`config.mk`:
```
export PLATFORM = sky130hd
export DESIGN_NAME = sram_core
export DESIGN_NICKNAME = d
export VERILOG_FILES = /design/src/rtl/sram_pkg.sv /design/src/rtl/sram_clear_ctrl.sv /design/src/rtl/sram_core.sv
export SDC_FILE = /design/constraint.sdc
export NUM_CORES = 1
export LEC_CHECK = 0
export ABC_AREA = 1
export BUFFER_PORTS_ARGS = -buffer_cell sky130_fd_sc_hd__buf_2
export CAP_MARGIN = 20
export CORE_UTILIZATION = 35
export CTS_BUF_LIST = sky130_fd_sc_hd__clkbuf_8
export CTS_CLUSTER_DIAMETER = 40
export CTS_CLUSTER_SIZE = 28
export DETAILED_ROUTE_END_ITERATION = 16
export HOLD_SLACK_MARGIN = 0.03
export PLACE_DENSITY = 0.56
export SLEW_MARGIN = 10
export SYNTH_ARGS = -nofsm -noshare
export SYNTH_HDL_FRONTEND = slang
export SYNTH_SLANG_ARGS = --single-unit
```
`constraint.sdc`:
```
create_clock -name clk -period 3.1 [get_ports clk]
set_clock_uncertainty 0.05 [all_clocks]
set_input_delay 0.31 -clock clk [delete_from_list [all_inputs] [get_ports clk]]
set_output_delay 0.31 -clock clk [all_outputs]
set_load 0.005 [all_outputs]
```
`src/rtl/sram_pkg.sv`:
```
// Shared types and constants for the single-port SRAM core and its clear controller.
package sram_pkg;

  typedef enum logic [0:0] {
    INIT  = 1'b0,
    READY = 1'b1
  } sram_state_e;

  localparam int SRAM_DEPTH = 4;
  localparam int SRAM_WIDTH = 4;

  // Address width for a given depth; depths below 2 still get one address bit.
  function automatic int sram_addr_width(input int depth);
    if (depth > 1) begin
      return $clog2(depth);
    end else begin
      return 1;
    end
  endfunction

endpackage

```
`src/rtl/sram_clear_ctrl.sv`:
```
// Post-reset clear sequencer: sweeps every word to zero, then hands the array to the user port.
module sram_clear_ctrl
  import sram_pkg::*;
#(
  parameter int N = SRAM_DEPTH,
  localparam int A = sram_addr_width(N)
) (
  input  logic         clk,
  input  logic         rst,
  output logic         busy,
  output logic         clear_we,
  output logic [A-1:0] clear_addr
);

  sram_state_e  state_r;
  logic [A-1:0] ptr_r;
  logic         busy_r;
  logic         clear_we_r;

  // INIT/READY state machine with sweep pointer and registered busy/clear strobes.
  always_ff @(posedge clk) begin
    if (rst) begin
      state_r    <= INIT;
      ptr_r      <= {A{1'b0}};
      busy_r     <= 1'b1;
      clear_we_r <= 1'b1;
    end else begin
      case (state_r)
        INIT: begin
          if (ptr_r == A'(N - 1)) begin
            state_r    <= READY;
            ptr_r      <= {A{1'b0}};
            busy_r     <= 1'b0;
            clear_we_r <= 1'b0;
          end else begin
            ptr_r <= ptr_r + A'(1);
          end
        end
        READY: begin
          state_r    <= READY;
          busy_r     <= 1'b0;
          clear_we_r <= 1'b0;
        end
        default: begin
          state_r    <= INIT;
          ptr_r      <= {A{1'b0}};
          busy_r     <= 1'b1;
          clear_we_r <= 1'b1;
        end
      endcase
    end
  end

  assign busy       = busy_r;
  assign clear_we   = clear_we_r;
  assign clear_addr = ptr_r;

endmodule

```
`src/rtl/sram_core.sv`:
```
// Single-port N x W register-array memory with a self-clearing sweep after reset and a registered read port.
module sram_core
  import sram_pkg::*;
#(
  parameter int N = SRAM_DEPTH,
  parameter int W = SRAM_WIDTH,
  localparam int A = sram_addr_width(N)
) (
  input  logic         clk,
  input  logic         rst,
  input  logic         cs,
  input  logic         wr_en,
  input  logic [A-1:0] addr,
  input  logic [W-1:0] wr_data,
  output logic [W-1:0] rd_data,
  output logic         busy
);

  logic [W-1:0] mem_r [N];
  logic [W-1:0] rd_data_r;
  logic         busy_s;
  logic         clear_we_s;
  logic [A-1:0] clear_addr_s;
  logic         addr_ok_s;
  logic         user_we_s;
  logic         user_re_s;
  logic [W-1:0] rd_word_s;

  sram_clear_ctrl #(
    .N (N)
  ) u_clear_ctrl (
    .clk        (clk),
    .rst        (rst),
    .busy       (busy_s),
    .clear_we   (clear_we_s),
    .clear_addr (clear_addr_s)
  );

  // User-port decode; addresses at or above N (non power-of-two depth) never touch the array.
  always_comb begin
    addr_ok_s = (32'(addr) < 32'(N));
    user_we_s = cs && !busy_s && wr_en && addr_ok_s;
    user_re_s = cs && !busy_s && !wr_en;
    if (addr_ok_s) begin
      rd_word_s = mem_r[addr];
    end else begin
      rd_word_s = {W{1'b0}};
    end
  end

  // Array write: the clear sweep owns the array while busy, user writes afterwards.
  always_ff @(posedge clk) begin
    if (!rst) begin
      if (clear_we_s) begin
        mem_r[clear_addr_s] <= {W{1'b0}};
      end else if (user_we_s) begin
        mem_r[addr] <= wr_data;
      end
    end
  end

  // Read register: loads only on a read access and otherwise holds (no write-through).
  always_ff @(posedge clk) begin
    if (rst) begin
      rd_data_r <= {W{1'b0}};
    end else if (user_re_s) begin
      rd_data_r <= rd_word_s;
    end
  end

  assign rd_data = rd_data_r;
  assign busy    = busy_s;

endmodule

```
**Word-level counts from Yosys, hierarchy flattened**

Memory sizes are Yosys's and may differ from the RTL's. A register that Yosys moved wholly into a read port is not among the register bits.
Cells that the tools add are included.

- Register bits: 4
- Latch bits: 0
- Bits in writable memories: 16
- Memory bits (read-only): 0
- Bits of input ports: 10
- Output and inout bits: 5
- Logic and storage cells: 29
- Memories kept: 1

- $add $sub $neg: 1
- Multiply operators: 0
- Div/mod/pow operators: 0
- $lt $le $gt $ge: 0
- Eq/ne operators: 2
- Shift operators: 0
- Muxes and demuxes: 15
- Bitwise operators: 1
- Reductions and logical operators: 6

Memory list:

| name | depth | bits a word | rd ports | clocked after Yosys merged registers in | write ports | line | RTL |
|---|---|---|---|---|---|---|---|
| mem_r | 4 | 4 | 1 | 1 | 1 | sram_core.sv:19 | `logic [W-1:0] mem_r [N];` |

Operators with widths:

| cell | number |
|---|---|
| 1-bit two-way mux | 10 |
| 2-bit two-way mux | 2 |
| 4-bit two-way mux | 1 |
| 1-bit case mux with 2 select lines | 2 |
| 4-bit OR reduction | 1 |
| 1-bit logical AND | 3 |
| 2-bit by 1-bit adder with 2-bit output, second input constant | 1 |
| 2-bit equality test, second input constant | 1 |
| 1-bit zero test | 2 |
| 2-bit by 1-bit inequality test with 1-bit output, second input constant | 1 |
| 1-bit NOT | 1 |

**Depth between registers and ports, before layout**

Gate-level depths: netlist of run 1.

- Word-level depth: 9
- Mapped depth: 7
- Depth with buffers taken out: 6

**Modules after synthesis**

A second synthesis of run 1 with hierarchy kept.

- Cells, all modules: 123
- Area, all modules: 1083.5 um2

By module, submodules not included:

| module | instances | cells each | area each (um2) | sequential area each (um2) |
|---|---|---|---|---|
| sram_core | 1 | 104 | 930.9 | 560.5 |
| sram_clear_ctrl | 1 | 19 | 152.6 | 80.1 |

**Least setup slack after synthesis of run 1**

Ideal clock, no wire load.

- Path kind: in2reg
- Start point: input port wr_en
- End point: memory mem_r[2][0] (netlist name) (enable)
- Setup time: 0.329 ns
- Arrival: 1.013 ns
- Required time: 2.721 ns
- Setup slack: 1.708 ns
- Cell stages on the path: 7
- Path buffers: 1
- Cell sequence: inv_1 nor2_2 nand2_2 buf_6 nand2_1 nand3_1 nor2_1

- Word-level cells in the longest chain between the ends: 7
- Elaborated cells on any way between the ends: 8
- Those cells by class: mux (6); reduce/logical (2)

RTL lines:

| element | line | RTL |
|---|---|---|
| from (decl) | sram_core.sv:12 | `input logic wr_en,` |
| 1-bit logical AND * | sram_core.sv:42 | `user_we_s = cs && !busy_s && wr_en && addr_ok_s;` |
| 1-bit two-way mux * | sram_core.sv:56 | `end else if (user_we_s) begin` |
| 1-bit two-way mux * | sram_core.sv:54 | `if (clear_we_s) begin` |
| 1-bit two-way mux * | sram_core.sv:53 | `if (!rst) begin` |
| 1-bit two-way mux (implied by the code) * | sram_core.sv:57 | `mem_r[addr] <= wr_data;` |
| 4-bit OR reduction (no line) | n/a |  |
| 2-bit two-way mux (no line) or 1-bit two-way mux (tied branches) | n/a |  |
| to (decl) | sram_core.sv:19 |  |

Mark *: on every way between the ends. The rest lies on a longest branch, timed or not.

**Worst setup path in the final report of run 1**

- Start point: register u_clear_ctrl.clear_we_r, in the netlist u_clear_ctrl.clear_we
- End point: memory mem_r[3][2] (netlist name) (enable)

- Word-level cells in the longest chain between the ends: 9
- Elaborated cells on any way between the ends: 13
- Those cells by class: mux (9); reduce/logical (4)

RTL lines:

| element | line | RTL |
|---|---|---|
| from (decl) | sram_clear_ctrl.sv:18 | `logic clear_we_r;` |
| from (signal assigned) | sram_clear_ctrl.sv:26 | `clear_we_r <= 1'b1;` |
| from (signal assigned) | sram_clear_ctrl.sv:34 | `clear_we_r <= 1'b0;` |
| from (signal assigned) | sram_clear_ctrl.sv:42 | `clear_we_r <= 1'b0;` |
| 1-bit zero test | n/a |  |
| 1-bit logical AND (2 in series) | n/a |  |
| 1-bit two-way mux | n/a |  |
| 1-bit two-way mux | sram_core.sv:54 |  |
| 1-bit two-way mux | sram_core.sv:53 |  |
| 1-bit two-way mux (implied by the code) | sram_core.sv:57 |  |
| 4-bit OR reduction (no line) | n/a |  |
| 2-bit two-way mux (no line) or 1-bit two-way mux (tied branches) | n/a |  |

Several ways; a longest one is shown, not always the timed one.

==> flow_summary_export.csv, run 1 <==
group,metric,value,unit
outcome,status,"complete, no violations",
layout,antennaDiodeCount,0,
worst_setup_path,path_class,"reg2reg",
pwr,leakagePower,0.000559,µW
clock_tree,holdBufCountCts,0,
detailed_routing,firstDrtPassIters,4,
placement,gp_congestion,0.719,
synth,avgSynthCellArea,9.07,µm²
clock_tree,cts_sinks,24,
clock_tree,clk_latency,270,ps
sta,min_period_over_period,49.8,%
pwr,p_int,495,µW
worst_setup_path,arrival,1440,ps
synth,yosysTopAreaCell,"edfxtp_1",
detailed_routing,viasPerCell,4.49,
grt,antenna_found_initial,0,
clock_tree,clk_pin_slew,80,ps
sta,post-route-min-period,1550,ps
placement,hpwlAfterDp,1.44,mm
layout,area_growth,13.2,%
worst_setup_path,slowest_delay,350,ps
worst_setup_path,critPathCaptureType,"flip-flop",
sta,setup_viol,0,
synth,ys_types,16,
pwr,power_frac_seq,57.4,%
floorplanning,top_level_ports,15,
pwr,switching_share,26.4,%
flow_run,max_cap_violations,0,
clock_tree,cts_max_level,1,
synth,ys_seq_area_share,61.4,%
detailed_routing,drc,0,
sta,drv_slew,0,
pwr,p_total,672,µW
floorplanning,core-area,2780,µm²
clock_tree,cts_tree,"done",
clock_tree,cts_buffers,3,
sta,final_hold_viol_count,0,
grt,grt_max_degree,14,
clock_tree,root_buffer,"clkbuf_8",
layout,stdcell_count,162,
synth,yosys_warnings,0,
synth,syn_area,1040,µm²
pwr,p_clk_share,28.3,%
worst_setup_path,path_cells,"nor2_4 -> nand2_2 -> nand2_1 -> nand3_1 -> nor2_1",
synth,synth_area_leaders,"edfxtp_1, dfxtp_1, nand2_1, nand3_1, inv_1",
pwr,switchingPower,177,µW
sta,max_clock_freq,647,MHz
sta,rsz0062_at_grt,"false",
grt,grt_pass1_vias,701,
synth,ys_seq_elements,24,
pwr,vdd_ir_drop_max,0.000234,V
sta,setup_slack,1550,ps
grt,grt_usage,13.6,%
layout,multiInputGateArea,323,µm²
layout,seqCellArea,641,µm²
worst_setup_path,crit_path_start_kind,"flip-flop",
detailed_routing,vias,727,
grt,grt_overflow,0,
floorplanning,initial_core_util,37.5,%
floorplanning,die_width,56.6,µm
detailed_routing,detail_route.wirelength,1.91,mm
sta,fin_setup_tns,0,ps
sta,relSlewSlack,76.3,%
min_path,min_path_type,"in2reg",
floorplanning,rows,19,
clock_tree,clockBufferDepth,2,
layout,fillers,269,
placement,pre_cts_slack,1420,ps
detailed_routing,drtIter0Drc,27,
layout,drive_above_1_share,16.8,%
sta,worst_pin_slew,354,ps
synth,synthesis.nets,126,
synth,yosysTopAreaCellShare,46.0,%
detailed_routing,ant_nets,0,
floorplanning,die_h,56.6,µm
worst_setup_path,worst-path-max-fanout,11,
worst_setup_path,critPathSlowestCell,"dfxtp_1",
floorplanning,dieArea,3200,µm²
detailed_routing,wl_per_cell,11.8,µm
synth,synthCells,115,
worst_setup_path,required,2990,ps
pwr,power_density,569,nW/µm²
pwr,pwr-share-comb,14.3,%
placement,dp.cells,158,
clock_tree,cts_resized,0,
layout,fin_nets,143,
clock_tree,cts_setup_buffers,0,
placement,io_buffer_count,14,
grt,grt_pass1_wl,3.17,mm
-- worst paths after layout --
path / start / end / slack, ps / depth (start not counted)
worst min register to register: u_clear_ctrl.state_r / u_clear_ctrl.clear_addr[1] / 440 / 1
worst max-delay path: u_clear_ctrl.clear_we / mem_r[3][2] / 1550 / 5
worst min-delay path: rst / u_clear_ctrl.state_r / 180 / 2
worst max register to register: u_clear_ctrl.clear_we / mem_r[3][2] / 1550 / 5
-- layout by cell type, fill, tap and decap left out, drive strengths merged, types with 3 or more instances in the layout --
| master | Yosys | final |
|---|---|---|
| clkbuf | 0 | 3 |
| a21oi | 6 | 6 |
| buf | 2 | 14 |
| o21ai | 5 | 5 |
| dfxtp | 8 | 8 |
| nand3 | 12 | 12 |
| edfxtp | 16 | 16 |
| nand2 | 36 | 36 |
| inv | 17 | 18 |
| nor2 | 12 | 12 |
-- flip-flops by register name, summed over array words and instances (netlist names) --
signal	flops
u_clear_ctrl.clear_addr	2
mem_r	16
u_clear_ctrl.state_r	1
rd_data	4
u_clear_ctrl.clear_we	1
-- metal layers --
| layer | share of wire, % | vias up | GRT usage (%) |
|---|---|---|---|
| li1 | - | 400 | - |
| met1 | 50 | 308 | 18.3 |
| met2 | 43 | 14 | 20.2 |
| met3 | 3.9 | 5 | 2.76 |
| met4 | 2.7 | 0 | 8.36 |
| met5 | 0 | - | 0 |
-- cell type report --
class	instances	share of cell area [%]
sequential	24	54.2
multi-input combinational	72	27.3
timing repair buffer	14	5.93
inverter	17	5.40
clock buffer	3	3.50
tap	31	3.28
clock inverter	1	0.318
-- stage by stage --
stage,util [%],hold WS [ps],area [µm²]
final,42.5,179,1180
after global routing,42.5,198,1180
after CTS,42.5,177,1180
after detailed placement,40.8,419,1140
after global placement,40.8,432,1140
after floorplan,-,332,1040
-- Yosys cell counts --
| cell | n |
|---|---|
| ha_1 | 1 |
| inv_1 | 16 |
| buf_2 | 1 |
| a21oi_1 | 6 |
| nor2_4 | 1 |
| nor2_1 | 10 |
| o21ai_0 | 3 |
| inv_2 | 1 |
| nand2_1 | 34 |
| dfxtp_1 | 8 |
| edfxtp_1 | 16 |
| nor2_2 | 1 |
| o21ai_1 | 2 |
| nand3_1 | 12 |
| nand2_2 | 2 |
| buf_6 | 1 |
-- cells by family (layout without fill, tap and decap cells) --
logic type               Yosys count  count (layout)  synth area share, %
AND/OR/NAND/NOR                   60              60                 24.5
flip-flops                        24              24                 61.4
buffers and inverters             19              35                 7.67
AO/OA/AOI/OAI                     11              11                 5.28
adder cells (fa/ha/maj)            1               1                 1.20
-- critical path: cells and delay by family, from the launching register on --
kind,cells,cell delay [ps]
and+or+nand+nor,5,810
DFF,1,350
-- power groups by stage --
stage	registers [µW]	logic (µW)	clock network, µW
finish	386	96.3	190
global route	389	110	205
CTS	386	97.9	193
detailed placement	393	97.3	0
global placement	394	95.3	0
floorplan	391	70.0	0
No activity file was read; power rests on OpenSTA's default activity.
==> run 2: changes to the inputs <==
--- a/config.mk
+++ b/config.mk
@@ -14,7 +14,7 @@
 export CTS_CLUSTER_SIZE = 28
 export DETAILED_ROUTE_END_ITERATION = 16
 export HOLD_SLACK_MARGIN = 0.03
-export PLACE_DENSITY = 0.56
+export PLACE_DENSITY = 0.58
 export SLEW_MARGIN = 10
 export SYNTH_ARGS = -nofsm -noshare
 export SYNTH_HDL_FRONTEND = slang
==> constraint.sdc (replaced) <==
create_clock -name clk -period 1.25 [get_ports clk]
set_clock_uncertainty 0.05 [all_clocks]
set_input_delay 0.125 -clock clk [delete_from_list [all_inputs] [get_ports clk]]
set_output_delay 0.125 -clock clk [all_outputs]
set_load 0.005 [all_outputs]
==> run 2 against run 1 <==
The run now ends with negative setup slack left; count of clock-buffer cells in the layout unchanged; sequential share of layout area decreased by 7.4 points; power increased to 3.0 times the previous value; first-iteration DRC count increased by 3.7%; core utilization increased by 6.8 points; via count increased by 9.6%; highest routed layer unchanged.
==> flow_summary_export.csv, run 2 (same netlist as run 1, synthesis figures left out) <==
group,metric,value,unit
grt,grt_pass1_wl,3.57,mm
clock_tree,cts_max_level,1,
layout,fin_nets,151,
worst_setup_path,path_class,"reg2reg",
worst_setup_path,worst-path-max-fanout,8,
pwr,switchingPower,520,µW
floorplanning,die_width,56.6,µm
pwr,p_int,1490,µW
layout,area_growth,31.4,%
pwr,p_clk_share,34.4,%
pwr,power_density,1460,nW/µm²
detailed_routing,viasPerCell,4.69,
clock_tree,root_buffer,"clkbuf_8",
clock_tree,cts_buffers,3,
sta,post-route-min-period,1270,ps
pwr,leakagePower,0.000625,µW
sta,relSlewSlack,82.3,%
detailed_routing,drtIter0Drc,28,
grt,grt_overflow,0,
sta,whs,159,ps
sta,max_clock_freq,787,MHz
outcome,violations,"negative setup slack",
layout,layout.cells.most_common_list,"nand2_1, inv_1, edfxtp_1",
sta,rsz0062_at_grt,"true",
clock_tree,clk_pin_slew,90,ps
sta,min_period_over_period,102,%
clock_tree,clockBufferDepth,2,
floorplanning,top_level_ports,15,
grt,grt_max_degree,15,
min_path,min_path_type,"in2reg",
pwr,power_frac_seq,48.0,%
worst_setup_path,critPathCaptureType,"flip-flop",
detailed_routing,ant_nets,0,
layout,largest_register_ffs,16,
placement,gp_congestion,0.706,
clock_tree,cts_sinks,24,
floorplanning,die_h,56.6,µm
grt,grt_pass1_vias,777,
floorplanning,core-area,2780,µm²
clock_tree,cts_setup_buffers,0,
flow_run,max_cap_violations,0,
placement,io_buffer_count,14,
sta,setup_slack,-20.2,ps
floorplanning,rows,19,
pwr,pwr-share-comb,17.6,%
sta,final_hold_viol_count,0,
placement,placed_cell_area,1260,µm²
worst_setup_path,crit_path_start_kind,"flip-flop",
pwr,switching_share,25.9,%
sta,drv_slew,0,
worst_setup_path,required,1180,ps
layout,stdcell_count,170,
detailed_routing,wl_per_cell,11.5,µm
layout,layout_commonest_cell,"nand2_1",
grt,antenna_found_initial,0,
outcome,status,"complete, but fails checks",
layout,largest_register,"mem_r",
worst_setup_path,arrival,1200,ps
layout,fillers,266,
layout,antennaDiodeCount,0,
floorplanning,initial_core_util,37.5,%
placement,hpwlAfterDp,1.56,mm
detailed_routing,drc,0,
detailed_routing,vias,797,
clock_tree,cts_tree,"done",
layout,fin_util,49.3,%
floorplanning,dieArea,3200,µm²
pwr,p_total,2010,µW
layout,drive_above_1_share,34.5,%
clock_tree,clk_latency,270,ps
layout,fin_area,1370,µm²
grt,grt_usage,15.1,%
sta,worst_pin_slew,265,ps
detailed_routing,detail_route.wirelength,1.95,mm
pwr,vdd_ir_drop_max,0.000773,V
detailed_routing,firstDrtPassIters,6,
placement,dp.cells,165,
sta,setup_viol,16,
## run 2: layout make-up
type	instances	area, µm²	share of cell area [%]
clock inverters	1	30.0	2.19
repair buffers	22	133	9.67
flip-flops and latches	24	642	46.8
inverters	17	63.8	4.65
clock buffers	3	41.3	3.01
multi-input cells	72	423	30.8
well taps	31	38.8	2.83
## run 2: path summary, 6_finish.rpt
| check | startpoint | to | slack (ps) | depth (start not counted) |
|---|---|---|---|---|
| setup / recovery | u_clear_ctrl.clear_we | mem_r[0][2] | -20 | 5 |
| hold / removal | wr_data[1] | mem_r[1][1] | 160 | 3 |
| hold reg to reg | u_clear_ctrl.state_r | u_clear_ctrl.clear_addr[1] | 440 | 1 |
| setup reg to reg | u_clear_ctrl.clear_we | mem_r[0][2] | -20 | 5 |
## run 2: power by group through the flow
stage	Sequential [µW]	Combinational (µW)	Clock, µW
after floorplan	971	251	0
after global placement	980	332	0
after detailed placement	980	348	0
after CTS	963	358	698
after global routing	969	404	738
final	962	354	689
## run 2: through the flow
step,worst slack [ps],TNS [ps]
after floorplan,-44.2,-460
after global placement,-56.5,-678
after detailed placement,-81.7,-1180
final,-20.2,-231
after CTS,-31.9,-413
after global routing,-88.2,-1280
## run 2: routing by layer
layer	GRT usage, %	part of all wire, %	wire length, µm
met4	8.71	2.7	52
met2	23.2	46	890
met1	19.6	47	921
met3	3.23	4.5	88
met5	0	0	0
## run 2: repair_timing
action	in CTS	in global routing
endpoints found under the setup margin	20	32
pin swaps	4	0
hold buffers	1	0
endpoints found under the hold margin	1	0
cloned	0	0
resized for setup	4	4
## run 2: worst max-delay path: stages, from the launching register on
cell	delay, ps
dfxtp_2	340
nor2_4	110
nand2_4	110
nand2_4	120
nand3_4	90
nor2_4	160
==> run 3: changes to the inputs <==
--- a/config.mk
+++ b/config.mk
@@ -6,15 +6,15 @@
 export NUM_CORES = 1
 export LEC_CHECK = 0
 export ABC_AREA = 1
-export BUFFER_PORTS_ARGS = -buffer_cell sky130_fd_sc_hd__buf_2
 export CAP_MARGIN = 20
 export CORE_UTILIZATION = 35
 export CTS_BUF_LIST = sky130_fd_sc_hd__clkbuf_8
 export CTS_CLUSTER_DIAMETER = 40
 export CTS_CLUSTER_SIZE = 28
 export DETAILED_ROUTE_END_ITERATION = 16
+export DONT_BUFFER_PORTS = 1
 export HOLD_SLACK_MARGIN = 0.03
-export PLACE_DENSITY = 0.58
+export PLACE_DENSITY = 0.54
 export SLEW_MARGIN = 10
 export SYNTH_ARGS = -nofsm -noshare
 export SYNTH_HDL_FRONTEND = slang
==> run 3 against run 2 <==
The run still ends with negative setup slack left; clock power down 32%; cell count down 8.8%; count of clock-buffer cells in the layout unchanged; sequential cell count unchanged; first-iteration DRC count down 14%; sequential power about the same; combinational power down 9.3%; global-route usage down 1.3 points; largest power group unchanged.
==> flow_summary_export.csv, run 3 (same netlist as run 1, synthesis figures left out) <==
group,metric,value,unit
pwr,power_frac_seq,55.0,%
grt,grt_pass1_vias,697,
clock_tree,cts_tree,"done",
worst_setup_path,regToRegSetupSlack,-40,ps
outcome,violations,"negative setup slack",
floorplanning,die_h,56.6,µm
pwr,leakagePower,0.000547,µW
sta,drv_slew,0,
pwr,vdd_ir_drop_max,0.00114,V
clock_tree,clk_latency,270,ps
worst_setup_path,crit_family,"simple AND/OR/NAND/NOR gates",
clock_tree,clk_pin_slew,90,ps
pwr,switchingPower,491,µW
worst_setup_path,path_class,"reg2reg",
worst_setup_path,r2r_cells,5,
worst_setup_path,arrival,1210,ps
min_path,worstHoldPathCells,3,
worst_setup_path,critPathSlowestCell,"dfxtp_2",
worst_setup_path,slowest_delay,350,ps
detailed_routing,wl_per_cell,12.7,µm
detailed_routing,ant_nets,0,
worst_setup_path,r2r_start,"u_clear_ctrl.clear_we",
pwr,power_density,1380,nW/µm²
layout,drive_above_1_share,23.4,%
sta,min_period_over_period,103,%
floorplanning,die_width,56.6,µm
worst_setup_path,r2r-end,"mem_r[1][3]",
layout,fin_area,1260,µm²
pwr,p_int,1260,µW
sta,whs,40.2,ps
clock_tree,clockBufferDepth,2,
min_path,whs_endpoint,"rd_data[2]",
layout,fin_nets,136,
worst_setup_path,critPathCaptureType,"flip-flop",
placement,placed_cell_area,1180,µm²
flow_run,max_cap_violations,0,
floorplanning,initial_core_util,37.5,%
detailed_routing,drc,0,
worst_setup_path,path_cells,"nor2_4 -> nand2_4 -> nand2_2 -> o21ai_2 -> nor2_4",
floorplanning,dieArea,3200,µm²
floorplanning,core-area,2780,µm²
grt,grt_max_degree,14,
min_path,min_path_type,"in2reg",
sta,post-route-min-period,1290,ps
worst_setup_path,critPathMostFrequentCell,"nor2_4",
sta,max_clock_freq,776,MHz
layout,antennaDiodeCount,0,
grt,grt_pass1_wl,3.29,mm
sta,setup_slack,-38.8,ps
clock_tree,cts_max_level,1,
clock_tree,root_buffer,"clkbuf_8",
min_path,hold_start,"addr[1]",
placement,hpwlAfterDp,1.41,mm
placement,io_buffer_count,0,
layout,layout_commonest_cell,"nand2_1",
clock_tree,cts_buffers,3,
sta,rsz0062_at_grt,"true",
layout,layout.cells.most_common_list,"nand2_1, inv_1, edfxtp_1",
clock_tree,cts_sinks,24,
detailed_routing,viasPerCell,4.77,
grt,antenna_found_initial,0,
layout,largest_register,"mem_r",
clock_tree,cts_setup_buffers,0,
layout,largest_register_ffs,16,
worst_setup_path,worst-path-max-fanout,8,
sta,relSlewSlack,82.7,%
detailed_routing,vias,739,
floorplanning,top_level_ports,15,
pwr,switching_share,28.1,%
grt,grt_usage,13.8,%
detailed_routing,detail_route.wirelength,1.96,mm
detailed_routing,drtIter0Drc,24,
outcome,status,"complete, but fails checks",
detailed_routing,firstDrtPassIters,4,
worst_setup_path,crit_path_start_kind,"flip-flop",
sta,worst_pin_slew,260,ps
worst_setup_path,required,1170,ps
placement,gp_congestion,0.692,
floorplanning,rows,19,
worst_setup_path,path_buf_inv,0,
pwr,p_clk_share,26.7,%
grt,grt_overflow,0,
sta,final_hold_viol_count,0,
sta,setup_viol,16,
pwr,pwr-share-comb,18.4,%
layout,area_growth,21.2,%
==> run 3: timing repair <==
action                                  4_1_cts  5_1_grt
resized for setup                             5        1
hold endpoints to repair                      4        0
pin swaps                                     2        0
endpoints found under the setup margin       16       20
hold buffers                                  2        0
==> run 3: worst max-delay path by stage <==
| stage | startpoint | to | slack (ps) | cells past startpoint |
|---|---|---|---|---|
| finish | u_clear_ctrl.clear_we | mem_r[1][3] | -40 | 5 |
| global route | u_clear_ctrl.clear_we | mem_r[1][2] | -90 | 5 |
| CTS | u_clear_ctrl.clear_we | mem_r[1][1] | -50 | 5 |
| detailed placement | u_clear_ctrl.clear_we | mem_r[0][3] | -90 | 5 |
| global placement | u_clear_ctrl.clear_we | mem_r[1][3] | -80 | 5 |
| floorplan | u_clear_ctrl.clear_we | mem_r[1][0] | -40 | 6 |
==> run 3: routing by layer <==
layer | up-vias | wire length [µm] | GRT usage, %
li1 | 385 | - | -
met1 | 329 | 908 | 18.6
met2 | 21 | 937 | 21.2
met3 | 4 | 100 | 4.38
met4 | 0 | 15 | 4.18
met5 | - | 0 | 0
==> run 3: worst reg2reg max path, cell delays in order (launching register included) <==
cell	delay [ps]
dfxtp_2	350
nor2_4	100
nand2_4	110
nand2_2	80
o21ai_2	90
nor2_4	200
==> run 3: cell type report <==
type / instances / area (µm²)
clock buffers: 3 / 41.3
clock inverters: 1 / 3.75
fillers: 270 / 1520
inverters: 17 / 63.8
multi-input cells: 72 / 418
flip-flops and latches: 24 / 642
well taps: 31 / 38.8
repair buffers: 7 / 57.6
==> run 3: power groups by stage <==
stage	combinational, µW	clock (µW)	sequential [µW]
after CTS	327	469	963
after detailed placement	309	0	979
after global placement	301	0	978
after global routing	360	506	972
final	321	467	962
after floorplan	251	0	971
==> run 3: per-stage QoR <==
stage | total power [µW] | util, % | worst slack [ps] | setup TNS [ps] | std cells
CTS | 1760 | 45.4 | -48.0 | -567 | 155
finish | 1750 | 45.5 | -38.8 | -350 | 155
detailed placement | 1290 | 42.3 | -93.7 | -1360 | 149
global placement | 1280 | 42.3 | -77.0 | -899 | 149
floorplan | 1220 | - | -44.2 | -460 | 115
global route | 1840 | 45.5 | -92.4 | -1330 | 155
